<file path="src/rtl/eth_pkg.sv">
// Shared constants, types and helpers for the MII receive framer.
package eth_pkg;

  // Ethernet CRC-32, reflected form for LSB-first shifting.
  localparam logic [31:0] CRC32_POLY_REFL = 32'hEDB88320;
  localparam logic [31:0] CRC32_INIT      = 32'hFFFFFFFF;
  // Good-frame residue, expressed in MSB-first bit order.
  localparam logic [31:0] CRC32_RESIDUE   = 32'hC704DD7B;

  localparam logic [3:0] PREAMBLE_NIB = 4'h5;
  localparam logic [3:0] SFD_NIB      = 4'hD;

  // Bit positions inside out_status.
  localparam int ST_CRC_OK    = 0;
  localparam int ST_TOO_SHORT = 1;
  localparam int ST_TOO_LONG  = 2;
  localparam int ST_RX_ERR    = 3;
  localparam int ST_DRIBBLE   = 4;

  typedef enum logic [1:0] {
    S_IDLE,
    S_PREAMBLE,
    S_DATA,
    S_DISCARD
  } rx_state_e;

  // The LSB-first CRC register holds the residue bit-reversed relative to
  // CRC32_RESIDUE, so comparisons go through this helper.
  function automatic logic [31:0] bit_reverse32(input logic [31:0] v);
    logic [31:0] r;
    for (int i = 0; i < 32; i++) r[i] = v[31-i];
    return r;
  endfunction

endpackage

</file>
<file path="src/rtl/crc32_nib.sv">
// Combinational next-state of the Ethernet CRC-32 for one 4-bit nibble,
// bits consumed LSB first.
module crc32_nib
  import eth_pkg::*;
(
  input  logic [31:0] crc_in,
  input  logic [3:0]  nib,
  output logic [31:0] crc_out
);

  logic [31:0] crc;

  // Four serial LSB-first shift steps unrolled into one combinational stage.
  always_comb begin
    // NOTE: every always_comb output gets a full default first so no latch is inferred.
    crc = crc_in;
    for (int i = 0; i < 4; i++) begin
      if (crc[0] ^ nib[i]) crc = (crc >> 1) ^ CRC32_POLY_REFL;
      else                 crc = crc >> 1;
    end
    crc_out = crc;
  end

endmodule

</file>
<file path="src/rtl/eth_mii_rx_unpack.sv">
// MII receive framer: strips preamble/SFD, packs nibbles into little-endian
// DATA_W words, checks CRC-32 and tags the last beat with frame status.
module eth_mii_rx_unpack
  import eth_pkg::*;
#(
  parameter int DATA_W           = 32,
  parameter int MAX_FRAME_BYTES  = 1518,
  parameter int MIN_FRAME_BYTES  = 64,
  parameter int MIN_PREAMBLE_NIB = 7,
  parameter int CRC_CHECK        = 1
) (
  input  logic                sys_clk,
  input  logic                sys_rst,
  input  logic                mii_rx_dv,
  input  logic                mii_rx_er,
  input  logic [3:0]          mii_rx_d,
  output logic                out_valid,
  output logic [DATA_W-1:0]   out_data,
  output logic [DATA_W/8-1:0] out_keep,
  output logic                out_last,
  output logic [15:0]         out_len,
  output logic [4:0]          out_status
);

  localparam int LANES  = DATA_W / 8;
  localparam int LANE_W = (LANES > 1) ? $clog2(LANES) : 1;

  localparam logic [15:0]       MAX_BYTES = 16'(MAX_FRAME_BYTES);
  localparam logic [15:0]       MIN_BYTES = 16'(MIN_FRAME_BYTES);
  localparam logic [3:0]        MIN_PRE   = 4'(MIN_PREAMBLE_NIB);
  localparam logic [LANE_W-1:0] LAST_LANE = LANE_W'(LANES - 1);

  rx_state_e state, state_next;

  // FSM control strobes
  logic pre_start, pre_inc, sfd_hit, nib_en, eof;

  // Frame assembly state
  logic [3:0]        pre_cnt;
  logic              phase;
  logic [3:0]        low_nib;
  logic [15:0]       byte_cnt;
  logic [DATA_W-1:0] asm_data, asm_next, hold_data;
  logic              hold_valid;
  logic              rx_err_q, too_long_q;

  // Derived per-cycle values
  logic [LANE_W-1:0] lane;
  logic [7:0]        cur_byte;
  logic              byte_done, byte_drop;
  logic [LANES-1:0]  part_keep;
  logic [4:0]        fin_status;
  logic              crc_ok;

  // Deferred final beat for the held+partial pair
  logic              pend_valid;
  logic [DATA_W-1:0] pend_data;
  logic [LANES-1:0]  pend_keep;
  logic [15:0]       pend_len;
  logic [4:0]        pend_status;

  // FSM state register.
  always_ff @(posedge sys_clk or posedge sys_rst) begin
    // NOTE: sequential state uses non-blocking assignments so all registers update together.
    if (sys_rst) state <= S_IDLE;
    else         state <= state_next;
  end

  // FSM next-state decode from rx_dv and the incoming nibble.
  always_comb begin
    state_next = state;
    case (state)
      S_IDLE: begin
        if (mii_rx_dv) begin
          if (mii_rx_d == PREAMBLE_NIB) state_next = S_PREAMBLE;
          else                          state_next = S_DISCARD;
        end
      end
      S_PREAMBLE: begin
        if (!mii_rx_dv)                                    state_next = S_IDLE;
        else if (mii_rx_d == PREAMBLE_NIB)                 state_next = S_PREAMBLE;
        else if (mii_rx_d == SFD_NIB && pre_cnt >= MIN_PRE) state_next = S_DATA;
        else                                               state_next = S_DISCARD;
      end
      S_DATA:    if (!mii_rx_dv) state_next = S_IDLE;
      S_DISCARD: if (!mii_rx_dv) state_next = S_IDLE;
      default:   state_next = S_IDLE;
    endcase
  end

  // FSM outputs: single-cycle strobes that steer the datapath.
  always_comb begin
    pre_start = 1'b0;
    pre_inc   = 1'b0;
    sfd_hit   = 1'b0;
    nib_en    = 1'b0;
    eof       = 1'b0;
    case (state)
      S_IDLE: pre_start = mii_rx_dv && (mii_rx_d == PREAMBLE_NIB);
      S_PREAMBLE: begin
        pre_inc = mii_rx_dv && (mii_rx_d == PREAMBLE_NIB);
        sfd_hit = mii_rx_dv && (mii_rx_d == SFD_NIB) && (pre_cnt >= MIN_PRE);
      end
      S_DATA: begin
        nib_en = mii_rx_dv;
        eof    = !mii_rx_dv;
      end
      default: ;
    endcase
  end

  assign cur_byte  = {mii_rx_d, low_nib};
  assign byte_done = nib_en && phase;
  assign byte_drop = (byte_cnt >= MAX_BYTES);
  assign lane      = (LANES > 1) ? byte_cnt[LANE_W-1:0] : '0;

  // Assembly word with the byte completing this cycle merged into its lane.
  always_comb begin
    asm_next = asm_data;
    asm_next[int'(lane)*8 +: 8] = cur_byte;
  end

  // At end of frame lane equals the number of bytes in the partial word.
  always_comb begin
    for (int i = 0; i < LANES; i++) part_keep[i] = (i < int'(lane));
  end

  // Frame status as it stands at end of frame.
  always_comb begin
    fin_status               = '0;
    fin_status[ST_CRC_OK]    = crc_ok;
    fin_status[ST_TOO_SHORT] = (byte_cnt < MIN_BYTES);
    fin_status[ST_TOO_LONG]  = too_long_q;
    fin_status[ST_RX_ERR]    = rx_err_q;
    fin_status[ST_DRIBBLE]   = phase;
  end

  // Preamble nibble counter, saturating at 15.
  always_ff @(posedge sys_clk or posedge sys_rst) begin
    if (sys_rst)                          pre_cnt <= '0;
    else if (pre_start)                   pre_cnt <= 4'd1;
    else if (pre_inc && pre_cnt != 4'hF)  pre_cnt <= pre_cnt + 4'd1;
  end

  // Nibble-to-byte assembly, lane packing and the one-word holding register.
  always_ff @(posedge sys_clk or posedge sys_rst) begin
    // NOTE: datapath registers are reset as well so no stale word survives a reset.
    if (sys_rst) begin
      phase      <= 1'b0;
      low_nib    <= '0;
      byte_cnt   <= '0;
      asm_data   <= '0;
      hold_data  <= '0;
      hold_valid <= 1'b0;
      rx_err_q   <= 1'b0;
      too_long_q <= 1'b0;
    end else if (sfd_hit) begin
      phase      <= 1'b0;
      byte_cnt   <= '0;
      asm_data   <= '0;
      hold_valid <= 1'b0;
      rx_err_q   <= 1'b0;
      too_long_q <= 1'b0;
    end else if (nib_en) begin
      phase <= ~phase;
      if (mii_rx_er) rx_err_q <= 1'b1;
      if (!phase) begin
        low_nib <= mii_rx_d;
      end else if (byte_drop) begin
        too_long_q <= 1'b1;
      end else begin
        byte_cnt <= byte_cnt + 16'd1;
        asm_data <= asm_next;
        if (lane == LAST_LANE) begin
          hold_data  <= asm_next;
          hold_valid <= 1'b1;
        end else if (lane == '0) begin
          hold_valid <= 1'b0;
        end
      end
    end else if (eof) begin
      hold_valid <= 1'b0;
    end
  end

  // Output beats: held word on the next word's first byte, tail beat(s) at end of frame.
  always_ff @(posedge sys_clk or posedge sys_rst) begin
    if (sys_rst) begin
      out_valid   <= 1'b0;
      out_data    <= '0;
      out_keep    <= '0;
      out_last    <= 1'b0;
      out_len     <= '0;
      out_status  <= '0;
      pend_valid  <= 1'b0;
      pend_data   <= '0;
      pend_keep   <= '0;
      pend_len    <= '0;
      pend_status <= '0;
    end else begin
      out_valid  <= 1'b0;
      out_keep   <= '0;
      out_last   <= 1'b0;
      out_len    <= '0;
      out_status <= '0;
      pend_valid <= 1'b0;
      if (byte_done && !byte_drop && lane == '0 && hold_valid) begin
        out_valid <= 1'b1;
        out_data  <= hold_data;
        out_keep  <= '1;
      end else if (eof && byte_cnt != 16'd0) begin
        if (lane == '0) begin
          // No partial word: the held word is the tail.
          out_valid  <= 1'b1;
          out_data   <= hold_data;
          out_keep   <= '1;
          out_last   <= 1'b1;
          out_len    <= byte_cnt;
          out_status <= fin_status;
        end else if (hold_valid) begin
          // Held word first, partial word follows as the last beat.
          out_valid   <= 1'b1;
          out_data    <= hold_data;
          out_keep    <= '1;
          pend_valid  <= 1'b1;
          pend_data   <= asm_data;
          pend_keep   <= part_keep;
          pend_len    <= byte_cnt;
          pend_status <= fin_status;
        end else begin
          out_valid  <= 1'b1;
          out_data   <= asm_data;
          out_keep   <= part_keep;
          out_last   <= 1'b1;
          out_len    <= byte_cnt;
          out_status <= fin_status;
        end
      end else if (pend_valid) begin
        out_valid  <= 1'b1;
        out_data   <= pend_data;
        out_keep   <= pend_keep;
        out_last   <= 1'b1;
        out_len    <= pend_len;
        out_status <= pend_status;
      end
    end
  end

  generate
    if (CRC_CHECK != 0) begin : g_crc
      logic [31:0] crc_q, crc_next;

      crc32_nib u_crc32_nib (
        .crc_in  (crc_q),
        .nib     (mii_rx_d),
        .crc_out (crc_next)
      );

      // CRC register: seeded on the SFD, advanced on every data nibble.
      always_ff @(posedge sys_clk or posedge sys_rst) begin
        if (sys_rst)      crc_q <= '0;
        else if (sfd_hit) crc_q <= CRC32_INIT;
        else if (nib_en)  crc_q <= crc_next;
      end

      assign crc_ok = (bit_reverse32(crc_q) == CRC32_RESIDUE);
    end else begin : g_no_crc
      assign crc_ok = 1'b1;
    end
  endgenerate

endmodule
</file>
<file path="config.mk">
export PLATFORM = sky130hd
export DESIGN_NAME = eth_mii_rx_unpack
export DESIGN_NICKNAME = d
export VERILOG_FILES = /design/src/rtl/eth_pkg.sv /design/src/rtl/crc32_nib.sv /design/src/rtl/eth_mii_rx_unpack.sv
export SDC_FILE = /design/constraint.sdc
export NUM_CORES = 1
export LEC_CHECK = 0
export ABC_CLOCK_PERIOD_IN_PS = 12550
export BUFFER_PORTS_ARGS = -buffer_cell sky130_fd_sc_hd__buf_4
export CAP_MARGIN = 15
export CORE_UTILIZATION = 50
export CTS_BUF_LIST = sky130_fd_sc_hd__clkbuf_2
export DETAILED_ROUTE_END_ITERATION = 6
export GPL_ROUTABILITY_DRIVEN = 0
export PLACE_DENSITY = 0.64
export SLEW_MARGIN = 10
export SYNTH_ARGS = -nofsm -noshare
export SYNTH_HDL_FRONTEND = slang
export SYNTH_HIERARCHICAL = 1
export SYNTH_SLANG_ARGS = --single-unit
</file>
<file path="constraint.sdc">
create_clock -name sys_clk -period 12.55 [get_ports sys_clk]
set_input_delay 1.8825 -clock sys_clk [delete_from_list [all_inputs] [get_ports sys_clk]]
set_output_delay 1.8825 -clock sys_clk [all_outputs]
set_load 0.005 [all_outputs]
</file>
======== After elaboration in Yosys (flattened, before gate mapping) ========
Index checks and enable logic that the tools add are counted.
storage, ports and cells
  register bits after elaboration ......... 242
cells by class
  multiplexer cells ....................... 76
  $lt $le $gt $ge ......................... 6
  bitwise logic cells ..................... 13
  reduce and logical (&&, ||, !) cells .... 31
  shift operators ......................... 2
  equal/unequal tests ..................... 14
  add/sub/neg operators ................... 3
operator list
  operator                 number
  $mux 32                  15
  $mux 16                  9
  $not 13->14              4
  $mux 1                   33
  $neg 5->33               1
  $shift 8x33->32 const A  1
  $shiftx 8x33->32         1
  $bwmux 32                1
  $eq 32x32->1 const B     1
  $mux 5                   5
  $mux 4                   6
  $add 16x1->16 const B    1
  $ge 16x11->1 const B     1
  $lt 16x7->1 const B      1
  $reduce_bool 16->1       1
  $logic_and 1x1->1        10
  $mux 2                   5
  $reduce_bool 2->1        5
  $reduce_and 3->1         3
  $reduce_and 4->1         2
  $eq 2x2->1 const B       3
  $ne 2x2->1 const B       3
  $pmux 2 s3               1
  $reduce_bool 3->1        2
  other kinds (19)         30

======== Logic depth before layout (Yosys ltp) ========
  depth after elaboration ................. 10
  gate-level depth with buffers ........... 10

======== Modules after synthesis ========
The synthesis kept the hierarchy.
modules (own cells, without submodules)
  module             cells an instance  seq. area each (µm²)  times used  area each (µm²)
  eth_mii_rx_unpack  1074               6030.8                1           10661.5
  crc32_nib          50                 0.0                   1           827.0

======== Worst setup path after synthesis ========
Ideal clock, no wire load.
  path type ............................... input port to flip-flop
  start point ............................. input port mii_rx_d[1]
  end point ............................... register asm_data[0]
  setup slack ............................. 9039 ps
  buffers on the path ..................... 2
  library setup time ...................... 121 ps
  cell stages on the path ................. 7
  arrival ................................. 3390 ps
  path through ............................ buf_2 -> nand4bb_4 -> or4_1 -> buf_2 -> o21ai_4 -> o21ai_2 -> a22o_1
between the ends
  word-level cells in the longest chain between the ends .. 6
RTL lines
  element                                         line                                                RTL
  start, declared                                 eth_mii_rx_unpack.sv:16                             input logic [3:0] mii_rx_d,
  $shiftx 8x33->32 or $eq 4x4->1 (tied branches)  eth_mii_rx_unpack.sv:120, eth_mii_rx_unpack.sv:102
  $bwmux 32 or $logic_and 1x1->1 (tied branches)  eth_mii_rx_unpack.sv:120, eth_mii_rx_unpack.sv:102
  $mux 32 or $logic_and 1x1->1 (tied branches)    eth_mii_rx_unpack.sv:169, eth_mii_rx_unpack.sv:102
  $mux 32 or $mux 1 (tied branches)               eth_mii_rx_unpack.sv:167, eth_mii_rx_unpack.sv:98
  $mux 32 (tied with other cells)                 eth_mii_rx_unpack.sv:164                            end else if (nib_en) begin
  $mux 32 or $reduce_and 3->1 (tied branches)     n/a
  end signal, assigned                            eth_mii_rx_unpack.sv:173                            asm_data <= asm_next;
  end, declared                                   eth_mii_rx_unpack.sv:43                             logic [DATA_W-1:0] asm_data, asm_next, hold_data;
Parallel ways exist; a longest one is shown, timed or not. The select of a mux whose other input is x is not followed.
A chain may end at the register's enable or synchronous reset.

======== Worst setup path in the final report ========
  start point ............................. register byte_cnt[0]
  end point ............................... register out_len[0]
between the ends
  word-level cells in the longest chain between the ends .. 6
RTL lines
  element                          line                      RTL
  start, declared                  eth_mii_rx_unpack.sv:42   logic [15:0] byte_cnt;
  start signal, assigned           eth_mii_rx_unpack.sv:172  byte_cnt <= byte_cnt + 16'd1;
  $ge 16x11->1                     eth_mii_rx_unpack.sv:114  assign byte_drop = (byte_cnt >= MAX_BYTES);
  $logic_not 1->1                  eth_mii_rx_unpack.sv:207  if (byte_done && !byte_drop && lane == '0 && hold_valid) begin
  $logic_and 1x1->1 (3 in series)  eth_mii_rx_unpack.sv:207
  $mux 16 (*)                      eth_mii_rx_unpack.sv:207
  end signal, assigned             eth_mii_rx_unpack.sv:218  out_len <= byte_cnt;
  end signal, assigned             eth_mii_rx_unpack.sv:235  out_len <= byte_cnt;
  end signal, assigned             eth_mii_rx_unpack.sv:243  out_len <= pend_len;
  end, declared                    eth_mii_rx_unpack.sv:21   output logic [15:0] out_len,
Mark *: on every way between the ends. The rest lies on a longest branch, timed or not.

==> metrics.yaml <==
run_status:
  outcome: "complete, no violations"
worst_setup_path:
  cp_max_fo: 43
  r2r_end: "out_len[0]$_DFF_PP0_"
  critPathRequiredTime_ns: 13.19
  startpoint_type: "flop"
  r2r-start: "byte_cnt[0]$_DFFE_PP0P_"
  critical_path.slowest_cell: "nand4_1"
  cp_data_arrival_time_ns: 4.29
  reg2regPathDepth: 8
  end_kind: "flop"
  critPathKind: "flop to flop"
  reg2reg_setup_slack_ns: 8.89
  path_cells: "inv_2 > ha_1 > nor4b_1 > nand4_1 > and2_2 > buf_4 > o211ai_4 > a21oi_1"
  slowest_delay_ns: 0.58
sta:
  clock_skew_ns: 0.0552
  rsz0062_at_grt: "no"
  fmax_ghz: 0.273
  tightestPinTransition_ns: 1.12
  min_period_ns: 3.66
  tns_ns: 0
  max_slew_margin_pct: 24.7
  slew_violations: 0
  min_period_over_period_pct: 29.1
  hold_viol_final: 0
  setup_viol: 0
  hold-worst-slack_ns: 0.477
global_route:
  grtUsageTotal_pct: 24.8
  grt_max_degree: 112
  grt_pass1_wl_mm: 46.0
  antenna_found_initial: 1
  grt_pass1_vias: 8462
  grt_overflow: 0
logic_synthesis:
  synth_area_leader_cell: "dfrtp_1"
  ys_ff_latch: 241
  synth_edf_count: 0
  syn_area_per_cell_sq_um: 10.2
  async_flop_share_pct: 100
  syn-num-nets: 1139
  yosysWarnings: 6
  synthFlopType: "dfrtp_1"
  yosys-top-cells-area: "dfrtp_1, nand2_1, xnor3_1, mux2_2, o21ai_0"
  syn_area_sq_mm: 0.0115
  synth_top_area_share_pct: 52.5
  synth_cells: 1124
  ys_types: 66
  yosysSeqAreaShare_pct: 52.5
min_path:
  whs_path_depth: 2
  hold_path_class: "flop to flop"
  worstHoldEndpoint: "pend_data[3]$_DFFE_PP0P_"
  hold_start: "pend_data[3]$_DFFE_PP0P_"
floorplan:
  die-height_um: 154
  core-area_sq_mm: 0.0226
  ios: 67
  die_w_um: 154
  dieArea_sq_mm: 0.0236
  initial_utilization_pct: 50.9
  num_rows: 55
detailed_routing:
  routedWlPerCell_um: 18.5
  first_pass_iters: 5
  via_per_inst: 5.65
  drt-initial-drc-count: 547
  ant_nets: 0
  routed_wl_mm: 27.8
  vias: 8500
  drc: 0
power_and_ir_drop:
  leakage_nw: 6.27
  max-vdd-ir-drop_uv: 133
  powerDensity_mw_per_mm2: 197
clock_tree:
  htree_levels: 3
  numCtsBuffers: 66
  post-cts-setup-buffers: 0
  cts_root_buffer: "clkbuf_2"
  clock-sinks: 241
  tritoncts: "done"
  clkSlewWorstSetupHoldPaths_ns: 0.10
  hold_buffers: 0
  clock_latency_ns: 0.81
  cts_resized: 0
  cts_buffer_depth: 3
placed_design:
  io_buffer_count: 66
  dp_hpwl_mm: 16.4
finish:
  area_delta_synth_final_pct: 9.91
  fin_nets: 1196
  drive_above_1_share_pct: 19.8
  utilization_pct: 55.9
  layout_commonest_cell: "dfrtp_1"
  layout_common_cells: "dfrtp_1, nand2_1, nor2_1, clkbuf_2, buf_4"
flow_run:
  cap_viol_max_count: 0
## cells by family (layout without fill, tap and decap cells)
logic type                 count (synthesis)  in the layout  synth area share, %
xor gates and xnor gates                  47             47                 7.17
DFF                                      241            241                 52.5
buffers and inverters                    102            196                 3.95
muxes                                     39             39                 3.79
other                                      0              1                    0
AOI/OAI and AO/OA                        261            261                 14.9
adders and majority gates                  7              7                0.762
and+or+nand+nor                          427            427                 16.9
## cell usage after synthesis (4+ instances only)
cell,n
a21oi_1,52
a22o_1,32
a22oi_1,8
a2bb2oi_1,32
a31oi_1,14
and2_1,10
buf_1,8
buf_2,27
buf_4,8
clkbuf_1,47
dfrtp_1,241
ha_1,7
inv_1,7
mux2_2,36
nand2_1,229
nand3_1,14
nand4_1,4
nand4b_1,4
nor2_1,96
nor2b_1,24
nor3_1,8
nor4_1,5
o21ai_0,73
o21ai_2,4
o22ai_1,32
or3_1,5
xnor2_1,16
xnor3_1,25
## through the flow
step                instance area (sq um)  setup WS (ns)  instances  total power [W]
detailed placement                  12000           8.17       1397          0.00196
floorplan                           11500           4.05       1124          0.00171
global route                        12600           8.59       1504          0.00266
finish                              12600           8.89       1504          0.00248
CTS                                 12600           8.86       1502          0.00251
global placement                    12000           8.18       1397          0.00195
## flip-flops by register name (all words and copies together), names as in the netlist, 2 cells and up
name and cells:
asm_data 32, byte_cnt 16, g_crc.crc_q 32, hold_data 32, low_nib 4, out_data 32, out_keep 4, out_len 16
out_status 5, pend_data 32, pend_keep 2, pend_len 16, pend_status 5, pre_cnt 4, state 2
## area by class of cell
cell class | instances | area, sq um
Clock buffer | 86 | 430
Timing Repair Buffer | 80 | 621
Multi-Input combinational cell | 781 | 5010
Tap cell | 285 | 357
Sequential cell | 241 | 6030
Fill cell | 2033 | 9940
Antenna cell | 1 | 2.50
Clock inverter | 19 | 124
Inverter | 11 | 48.8
## worst max-delay path, delay by kind of cell (launching register included)
kind / cells / cell delay (ns)
AND/OR/NAND/NOR: 3 / 1.44
buffers and inverters: 2 / 0.55
AO/OA/AOI/OAI: 2 / 0.55
flip-flops: 1 / 0.51
adder cells (fa/ha/maj): 1 / 0.46
## routing by layer
| layer | track usage [%] | vias up | share of wire [%] |
|---|---|---|---|
| met5 | 0 | - | 0 |
| met4 | 7.90 | 0 | 1.5 |
| met3 | 4.79 | 37 | 5.9 |
| met2 | 38.0 | 275 | 46 |
| met1 | 35.6 | 4165 | 47 |
| li1 | - | 4023 | - |
## power by group
| part | leakage, nW | total, W | switching (W) | internal, W |
|---|---|---|---|---|
| registers | 3.15 | 0.00112 | 0.000176 | 0.000946 |
| clock network | 0.423 | 0.000542 | 0.000317 | 0.000225 |
| logic | 2.70 | 0.000819 | 0.000355 | 0.000464 |
## worst max path at each step
stage                       startpoint                      end  slack, ns
2_1_floorplan                  sys_rst  asm_data[0]$_DFFE_PP0P_       4.05
3_3_place_gp                   sys_rst     pend_valid$_DFF_PP0_       8.18
3_5_place_dp                   sys_rst     pend_valid$_DFF_PP0_       8.17
4_1_cts        byte_cnt[0]$_DFFE_PP0P_     out_len[0]$_DFF_PP0_       8.86
5_1_grt        byte_cnt[0]$_DFFE_PP0P_     out_len[0]$_DFF_PP0_       8.59
6_report       byte_cnt[0]$_DFFE_PP0P_     out_len[0]$_DFF_PP0_       8.89
No activity file was read; power rests on OpenSTA's default activity.
